<file path="config.mk">
export PLATFORM = sky130hd
export DESIGN_NAME = core_ctrl_fsm
export DESIGN_NICKNAME = d
export VERILOG_FILES = /design/src/rtl/core_ctrl_fsm_pkg.sv /design/src/rtl/ctrl_bus_timer.sv /design/src/rtl/core_ctrl_fsm.sv
export SDC_FILE = /design/constraint.sdc
export NUM_CORES = 1
export LEC_CHECK = 0
export ABC_AREA = 0
export BUFFER_PORTS_ARGS = -buffer_cell sky130_fd_sc_hd__buf_2
export CORE_UTILIZATION = 30
export CTS_CLUSTER_DIAMETER = 200
export DETAILED_ROUTE_END_ITERATION = 8
export PLACE_DENSITY = 0.59
export SYNTH_ARGS = -nofsm -noshare
export SYNTH_HDL_FRONTEND = slang
export SYNTH_SLANG_ARGS = --single-unit
</file>
<file path="constraint.sdc">
create_clock -name clk -period 2.4 [get_ports clk]
set_input_delay 0.12 -clock clk [delete_from_list [all_inputs] [get_ports clk]]
set_output_delay 0.12 -clock clk [all_outputs]
set_load 0.005 [all_outputs]
</file>
<file path="src/rtl/core_ctrl_fsm_pkg.sv">
// Shared definitions for the npc core control sequencer: state encodings,
// halt cause codes and the decoder flag bundle.
package core_ctrl_fsm_pkg;

    localparam logic [3:0] CTRL_RESET      = 4'd0;
    localparam logic [3:0] CTRL_FETCH_REQ  = 4'd1;
    localparam logic [3:0] CTRL_FETCH_WAIT = 4'd2;
    localparam logic [3:0] CTRL_DECODE     = 4'd3;
    localparam logic [3:0] CTRL_EXEC       = 4'd4;
    localparam logic [3:0] CTRL_MEM_REQ    = 4'd5;
    localparam logic [3:0] CTRL_MEM_WAIT   = 4'd6;
    localparam logic [3:0] CTRL_WB         = 4'd7;
    localparam logic [3:0] CTRL_HALT       = 4'd8;

    localparam logic [1:0] HALT_NONE    = 2'd0;
    localparam logic [1:0] HALT_EBREAK  = 2'd1;
    localparam logic [1:0] HALT_ILLEGAL = 2'd2;
    localparam logic [1:0] HALT_TIMEOUT = 2'd3;

    typedef struct packed {
        logic is_load;
        logic mem_wen;
        logic is_mul;
        logic is_ebreak;
        logic not_ipl;
        logic reg_wen;
    } dec_flags_t;

    // States in which a bus transaction is outstanding and the timeout runs.
    function automatic logic is_bus_state(input logic [3:0] state);
        return (state == CTRL_FETCH_REQ) || (state == CTRL_FETCH_WAIT) ||
               (state == CTRL_MEM_REQ)   || (state == CTRL_MEM_WAIT);
    endfunction

endpackage

</file>
<file path="src/rtl/ctrl_bus_timer.sv">
// Bus watchdog: counts cycles while enabled, flags expiry on the
// BUS_TIMEOUT-th consecutive enabled cycle since the last clear.
module ctrl_bus_timer #(
    parameter int BUS_TIMEOUT = 255
) (
    input  logic clk,
    input  logic rst,
    input  logic clear_i,
    input  logic enable_i,
    output logic expired_o
);

    localparam int CNT_W = $clog2(BUS_TIMEOUT + 1);

    logic [CNT_W-1:0] cnt_q, cnt_d;

    assign expired_o = enable_i && (cnt_q == CNT_W'(BUS_TIMEOUT - 1));

    // NOTE: always_comb assigns every output a default first so no path leaves it unassigned (no latch).
    always_comb begin
        cnt_d = cnt_q;
        if (clear_i) begin
            cnt_d = '0;
        end else if (enable_i && !expired_o) begin
            cnt_d = cnt_q + CNT_W'(1);
        end
    end

    // NOTE: sequential state is updated with non-blocking assignments only.
    always_ff @(posedge clk) begin
        if (rst) begin
            cnt_q <= '0;
        end else begin
            cnt_q <= cnt_d;
        end
    end

endmodule

</file>
<file path="src/rtl/core_ctrl_fsm.sv">
// Multi-cycle fetch/decode/execute/memory/writeback sequencer for the npc core,
// with IFU/LSU valid-ready handshakes, sticky halt with cause and instret counter.
module core_ctrl_fsm
    import core_ctrl_fsm_pkg::*;
#(
    parameter int MUL_CYCLES  = 4,
    parameter int BUS_TIMEOUT = 255
) (
    input  logic        clk,
    input  logic        rst,
    output logic        ifu_req_valid,
    input  logic        ifu_req_ready,
    input  logic        ifu_rsp_valid,
    output logic        inst_latch_en,
    input  logic        dec_is_load,
    input  logic        dec_mem_wen,
    input  logic        dec_is_mul,
    input  logic        dec_is_ebreak,
    input  logic        dec_inst_not_ipl,
    input  logic        dec_reg_wen,
    output logic        lsu_req_valid,
    input  logic        lsu_req_ready,
    input  logic        lsu_rsp_valid,
    output logic        rf_wen,
    output logic        pc_wen,
    output logic        halt,
    output logic [1:0]  halt_code,
    output logic [63:0] instret,
    output logic [3:0]  state_o
);

    localparam int MUL_W = $clog2(MUL_CYCLES + 1);

    logic [3:0]       state_q, state_d;
    logic [1:0]       halt_code_q, halt_code_d;
    logic [MUL_W-1:0] mul_cnt_q, mul_cnt_d;
    logic [63:0]      instret_q, instret_d;
    logic             bus_busy;
    logic             bus_expired;
    dec_flags_t       dec;

    assign dec = '{
        is_load:   dec_is_load,
        mem_wen:   dec_mem_wen,
        is_mul:    dec_is_mul,
        is_ebreak: dec_is_ebreak,
        not_ipl:   dec_inst_not_ipl,
        reg_wen:   dec_reg_wen
    };

    // Leaving the bus states clears the timer, so each REQ entry starts from zero.
    assign bus_busy = is_bus_state(state_q);

    ctrl_bus_timer #(
        .BUS_TIMEOUT (BUS_TIMEOUT)
    ) u_bus_timer (
        .clk       (clk),
        .rst       (rst),
        .clear_i   (!bus_busy),
        .enable_i  (bus_busy),
        .expired_o (bus_expired)
    );

    always_comb begin
        state_d     = state_q;
        halt_code_d = halt_code_q;
        mul_cnt_d   = mul_cnt_q;
        instret_d   = instret_q;
        case (state_q)
            CTRL_RESET: begin
                state_d = CTRL_FETCH_REQ;
            end
            CTRL_FETCH_REQ: begin
                if (bus_expired) begin
                    state_d     = CTRL_HALT;
                    halt_code_d = HALT_TIMEOUT;
                end else if (ifu_req_ready) begin
                    state_d = CTRL_FETCH_WAIT;
                end
            end
            CTRL_FETCH_WAIT: begin
                if (bus_expired) begin
                    state_d     = CTRL_HALT;
                    halt_code_d = HALT_TIMEOUT;
                end else if (ifu_rsp_valid) begin
                    state_d = CTRL_DECODE;
                end
            end
            CTRL_DECODE: begin
                if (dec.is_ebreak) begin
                    state_d     = CTRL_HALT;
                    halt_code_d = HALT_EBREAK;
                end else if (dec.not_ipl) begin
                    state_d     = CTRL_HALT;
                    halt_code_d = HALT_ILLEGAL;
                end else begin
                    state_d   = CTRL_EXEC;
                    mul_cnt_d = dec.is_mul ? MUL_W'(MUL_CYCLES - 1) : '0;
                end
            end
            CTRL_EXEC: begin
                if (mul_cnt_q != '0) begin
                    mul_cnt_d = mul_cnt_q - MUL_W'(1);
                end else if (dec.is_load || dec.mem_wen) begin
                    state_d = CTRL_MEM_REQ;
                end else begin
                    state_d = CTRL_WB;
                end
            end
            CTRL_MEM_REQ: begin
                if (bus_expired) begin
                    state_d     = CTRL_HALT;
                    halt_code_d = HALT_TIMEOUT;
                end else if (lsu_req_ready) begin
                    state_d = CTRL_MEM_WAIT;
                end
            end
            CTRL_MEM_WAIT: begin
                if (bus_expired) begin
                    state_d     = CTRL_HALT;
                    halt_code_d = HALT_TIMEOUT;
                end else if (lsu_rsp_valid) begin
                    state_d = CTRL_WB;
                end
            end
            CTRL_WB: begin
                instret_d = instret_q + 64'd1;
                state_d   = CTRL_FETCH_REQ;
            end
            CTRL_HALT: begin
                state_d = CTRL_HALT;
            end
            default: begin
                state_d = CTRL_RESET;
            end
        endcase
    end

    always_ff @(posedge clk) begin
        if (rst) begin
            state_q     <= CTRL_RESET;
            halt_code_q <= HALT_NONE;
            mul_cnt_q   <= '0;
            instret_q   <= '0;
        end else begin
            state_q     <= state_d;
            halt_code_q <= halt_code_d;
            mul_cnt_q   <= mul_cnt_d;
            instret_q   <= instret_d;
        end
    end

    // Requests and strobes decode registered state only; the instruction-register
    // load must follow the response in the same cycle so DECODE sees the new word.
    assign ifu_req_valid = (state_q == CTRL_FETCH_REQ);
    assign lsu_req_valid = (state_q == CTRL_MEM_REQ);
    assign inst_latch_en = (state_q == CTRL_FETCH_WAIT) && ifu_rsp_valid && !bus_expired;
    assign rf_wen        = (state_q == CTRL_WB) && dec.reg_wen && !dec.mem_wen;
    assign pc_wen        = (state_q == CTRL_WB);
    assign halt          = (state_q == CTRL_HALT);
    assign halt_code     = halt_code_q;
    assign instret       = instret_q;
    assign state_o       = state_q;

endmodule

</file>
======== Word-level counts from Yosys, hierarchy flattened ========
Cells that the tools add are included.
word-level totals
  bits in registers ....................... 81
  input port bits ......................... 12
  output and inout bits ................... 76
  logic and storage cells ................. 72
operators by class
  $add $sub $neg .......................... 3
  equality and inequality tests ........... 19
  multiplexer cells ....................... 22
  bitwise logic cells ..................... 1
  reductions and logical operators ........ 22
operator list
  cell                   number
  $add 64x1->64 const B  1
  $mux 4                 11
  $pmux 4 s8             1
  $eq 4x3->1 const B     4
  $mux 2                 5
  $mux 3                 3
  $add 8x1->8 const B    1
  $eq 4x2->1 const B     2
  $eq 8x8->1 const B     1
  $ne 2x2->1 const B     4
  $logic_and 1x1->1      6
  $ne 3x1->1 const B     2
  $ne 3x2->1 const B     2
  $pmux 3 s2             1
  $reduce_and 5->1       1
  $eq 4x1->1 const B     1
  $eq 4x4->1 const B     1
  $logic_not 4->1        1
  $logic_or 1x1->1       4
  $pmux 2 s2             1
  $reduce_and 4->1       1
  $reduce_bool 2->1      2
  $reduce_or 2->1        2
  $reduce_or 4->1        1
  other kinds (7)        8

======== Longest topological paths before layout ========
  depth in word-level cells ............... 7
  mapped depth ............................ 9
  gate-level depth less buffers ........... 7

======== Cells and area by module ========
Synthesis repeated with hierarchy kept, for this count alone.
unflattened totals
  cell total of the unflattened synthesis .. 520
  area, all modules ....................... 4,259.1 µm²
by module, submodules not included
  module          times used  cells each  area an instance (µm²)  seq. area each (µm²)
  core_ctrl_fsm   1           469         3,803.6                 1,461.4
  ctrl_bus_timer  1           51          455.4                   160.2

======== Worst setup path after synthesis ========
Ideal clock, no wire load.
  kind .................................... register -> register
  from .................................... register instret_q[0] (netlist: instret[0])
  to ...................................... register instret_q[36] (netlist: instret[36])
  setup time .............................. 70 ps
  arrival ................................. 2,164 ps
  path slack .............................. 166 ps
  cell stages (with the launch flop) ...... 8
  clock period less this slack ............ 2,234 ps
  path through ............................ dfxtp_1 ha_1 nand3_1 nor4_4 nand3_1 buf_2 or4_1 a21oi_1
between the ends
  cells in the longest elaborated chain, start to end .. 1
ends and longest elaborated chain
  item                    line                  text
  start, declared         core_ctrl_fsm.sv:37   logic [63:0] instret_q, instret_d;
  start signal, assigned  core_ctrl_fsm.sv:149  instret_q <= instret_d;
  $add 64x1->64           core_ctrl_fsm.sv:127  instret_d = instret_q + 64'd1;
No other way between the ends.
A chain may end at the register's enable or synchronous reset.

======== Worst setup path in the final report ========
  from .................................... register instret_q[8] (netlist: instret[8])
  to ...................................... register instret_q[52] (netlist: instret[52])
Same word-level chain as after synthesis.

==> results.md <==
- Of all nets on the critical path, the largest fanout is 25.
- Among all flip-flop cells after synthesis, the most frequent one is dfxtp_1.
- After clock tree synthesis, the clock-pin slew on the worst setup and hold paths is 0.06 ns.
- Ranked by total cell area, the synthesized netlist is headed by dfxtp_1 40%, a21oi_1 5.4%, nor2_1 4.5%, xor2_1 4.5%, nand4_1 4.0%.
- The final worst hold slack is 0.06836 ns.
- Headroom to the max-slew limit came out at 68.87%.
- The initial antenna violation count is 0.
- The worst reg2reg path depth is 5.
- Clock tree synthesis selected as its root buffer the cell clkbuf_16.
- The worst min-delay path class is input pin to flip-flop.
- The number of antenna diodes is 0.
- The number of buffers added by the clock tree synthesis step is 9.
- The unique cell type count in the Yosys netlist is 52.
- STA classifies the critical path endpoint as a flip-flop.
- After the last flow step, the layout net total stands at 604.
- The die is 118.7 um wide.
- Counting flops with an async set or reset pin after synthesis yields a share of 0%.
- The number of sinks on the clock net is 81.
- The number of setup violations in the final report is 0.
- The total chip power is 0.003507 W.
- In this run the cell area of the synthesized design comes to 0.004084 mm2.
- The number of synthesized flops with an enable pin is 0.
- Of the available clock period, the critical path in the final layout requires 90.75%.
- The cell with the most instances after synthesis is dfxtp_1.
- Based on the critical path, the design can be clocked at up to 459.1 MHz.
- In the final routed layout, each cell accounts on average for 13.95 um.
- Summing all non-filler instances in the final layout gives an area of 0.005162 mm2.
- Along the worst hold path, the cell count comes to 2.
- In this run, the number of DRC markers left after iteration 0 of detailed routing was 207.
- Yosys printed 0 warnings.
- The data arrival time of the critical path is 2.45 ns.
- The final layout contains routed wiring with a total length of 10,720 um.
- For this run, the total global-route usage over all layers was measured as 15.69%.
- For this run, design rule violations remaining after detail routing come to 0.
- The final-report hold violation count was 0.
- Setup repair after global routing left no endpoint under its margin.
- The leakage power is 2.035 nW.
- VDD sags by at most 549.0 uV.
- The flow ran to the end, and the final reports show no timing, DRC or antenna violations.
- The starting density of the core is 30.84%.
- The pin count of the biggest net entering global routing is 37.
- The first detailed-routing pass took 5 iterations.
- The count of buffers from port buffering is 87.
- The combinational family with the most area after synthesis is simple AND/OR/NAND/NOR gates.
- In this run the mean area of a mapped cell was 8.352 um2.
- The post-synthesis register bit count is 81.
- The area share of xor/xnor cells in the synthesized design is 7.292%.
- The core box area is 0.01324 mm2.
- For the worst-skew pair, the clock arrives at the later sink with an insertion delay of 0.35 ns.
- The HPWL reported at the end of detailed placement is 7660 um.
- The first-pass GRT wire length is 17,840 um.
- At the end of routability-driven placement, the weighted congestion stood at 0.8153.
- Counting every instance in the synthesized netlist gives 489.
- The worst path needs 2.178 ns of the cycle, external delays included.
- Global routing finished with a remaining overflow of 0.
- Row generation in the floorplan step produced 42 rows.
- The biggest area contributor in the post-synthesis netlist is dfxtp_1.
- In the final layout, the share of cells above drive strength 1 is 24.32%.
- The final max-slew violation count is 0.
- The worst-case clock skew is 0.007408 ns.
- The count of vias placed by the detailed router is 4,014.
- The simple-gate share of the synthesized area is 31.99%.
- Across the run, the number of max-cap violations was 0.
- Net switching is 26.38% of the power.
- After Yosys synthesis, full adders, half adders and majority gates account for 1.777% of the synthesized area.
- The share of total power dissipated in the clock network is 43.8%.
- Including well taps, the total number of placed cells is 750.
- The internal power is 0.002582 W.
- The number of I/O pins is 88.
- The remaining antenna violation count is 0.
- The height of the chip is 118.7 um.
- The detail-routed via count per cell is 5.227.
- The number of H-tree levels is 3.
- The total power density per cell area is 679.4 mW/mm2.
- The mux cell area share after synthesis is 0.2451%.
- The top cell type by area accounts for 39.71% of the synthesized area.
- The type of the worst setup path is flip-flop to flip-flop.
- Summed over all nets, the switching power comes to 0.0009253 W.
- The CTS tree is done.
- After synthesis, flip-flops and latches occupy 39.71% of the total area.
- The final-layout setup total negative slack is 0 ns.
- Sequential cells burn 40.9% of the power.
- Post-CTS repair changed the size of 0 cells.
- The layout-stage area growth over the synthesis result is 26.41%.
- The post-synthesis net count is 506.
- The required time of the critical path is 2.68 ns.
- The transition at the pin with the smallest max-transition slack is 0.4652 ns.
- The die covers 0.01408 mm2.
- The post-placement cell area is 0.004812 mm2.
- The number of global-route vias before repair came to 3,766.
- After synthesis, the most frequently instantiated cells are 81 x dfxtp_1, 49 x nor2_1, 44 x a21oi_1.
- Summing the areas of all compound-gate instances in the mapped netlist gives 14.71% of the synthesized area.
- The clock passes through at most 2 buffers.
- The worst setup path is launched from a flip-flop.
- Combinational logic burns 15.3% of the power.
- The buffers inserted during post-CTS setup optimization is 0.
- The final cell count without fillers is 768.
## metal layers
| layer | share of wire, % | track usage [%] |
|---|---|---|
| met1 | 47 | 19.42 |
| met2 | 46 | 25.26 |
| met3 | 6.2 | 5.598 |
| met4 | 0.95 | 4.984 |
| met5 | 0 | 0 |
## power by group through the flow
stage | Clock, W | Sequential [W] | Combinational, W
after global routing | 0.00163 | 0.00144 | 0.000601
final | 0.00154 | 0.00143 | 0.000536
after detailed placement | 0 | 0.00146 | 0.000532
after floorplan | 0 | 0.00148 | 0.000336
after global placement | 0 | 0.00146 | 0.000526
after CTS | 0.00157 | 0.00143 | 0.000537
## layout make-up
| class | count | area (um2) |
|---|---|---|
| well taps | 176 | 220.2 |
| flip-flops and latches | 81 | 1622 |
| fillers | 1360 | 8080 |
| clock buffers | 11 | 252.7 |
| multi-input cells | 364 | 2287 |
| clock inverters | 5 | 77.57 |
| repair buffers | 113 | 635.6 |
| inverters | 18 | 67.56 |
## metrics by stage
step,worst slack (ns),utilization (%)
after floorplan,0.1659,-
after global placement,0.2082,36.34
after detailed placement,0.1382,36.34
after CTS,0.1317,38.98
after global routing,0.07306,38.98
final,0.2219,38.98
## cells by family (layout without fill, tap and decap cells)
logic type / after synthesis / count (layout)
XOR/XNOR: 34 / 34
adder cells (fa/ha/maj): 6 / 6
flip-flops: 81 / 81
multiplexers: 1 / 1
AO/OA/AOI/OAI: 99 / 99
buffers and inverters: 44 / 147
AND/OR/NAND/NOR: 224 / 224
## cell usage in the layout, fill, tap and decap left out, drive strengths merged, types with 5 or more instances in the layout
cell type  netlist  routed
buf              9     111
dfxtp           81      81
nor2            49      49
a21oi           44      44
nand2           33      33
nand4           27      27
nand3           26      26
xor2            21      21
o21ai           19      19
inv             17      17
or3             17      17
o31ai           17      17
or4             16      16
xnor2           13      13
clkbuf          17      11
nor3             9       9
nor4             9       9
and3             7       7
nand2b           5       5
and4             5       5
ha               5       5
## registers in the layout, summed over array words and instances (netlist names)
signal / count
halt_code: 2
instret: 64
mul_cnt_q: 3
state_o: 4
u_bus_timer.cnt_q: 8
## path summary, 6_finish.rpt
kind                     start            to  slack [ns]
setup / recovery    instret[8]   instret[52]        0.22
setup reg to reg    instret[8]   instret[52]        0.22
hold reg to reg   halt_code[1]  halt_code[1]        0.48
hold / removal             rst  mul_cnt_q[1]        0.07
## critical path, cell delays in order (launching register included)
cell	delay, ns
dfxtp_1	0.45
nand3_1	0.22
nor4_4	0.42
nand3_4	0.29
or4_1	0.57
a21oi_1	0.15
## timing repair
| action | in CTS | in global routing |
|---|---|---|
| endpoints found under the hold margin | 2 | 0 |
| setup endpoints to repair | 0 | 9 |
| hold buffers | 2 | 0 |
(Power assumes the default switching activity.)
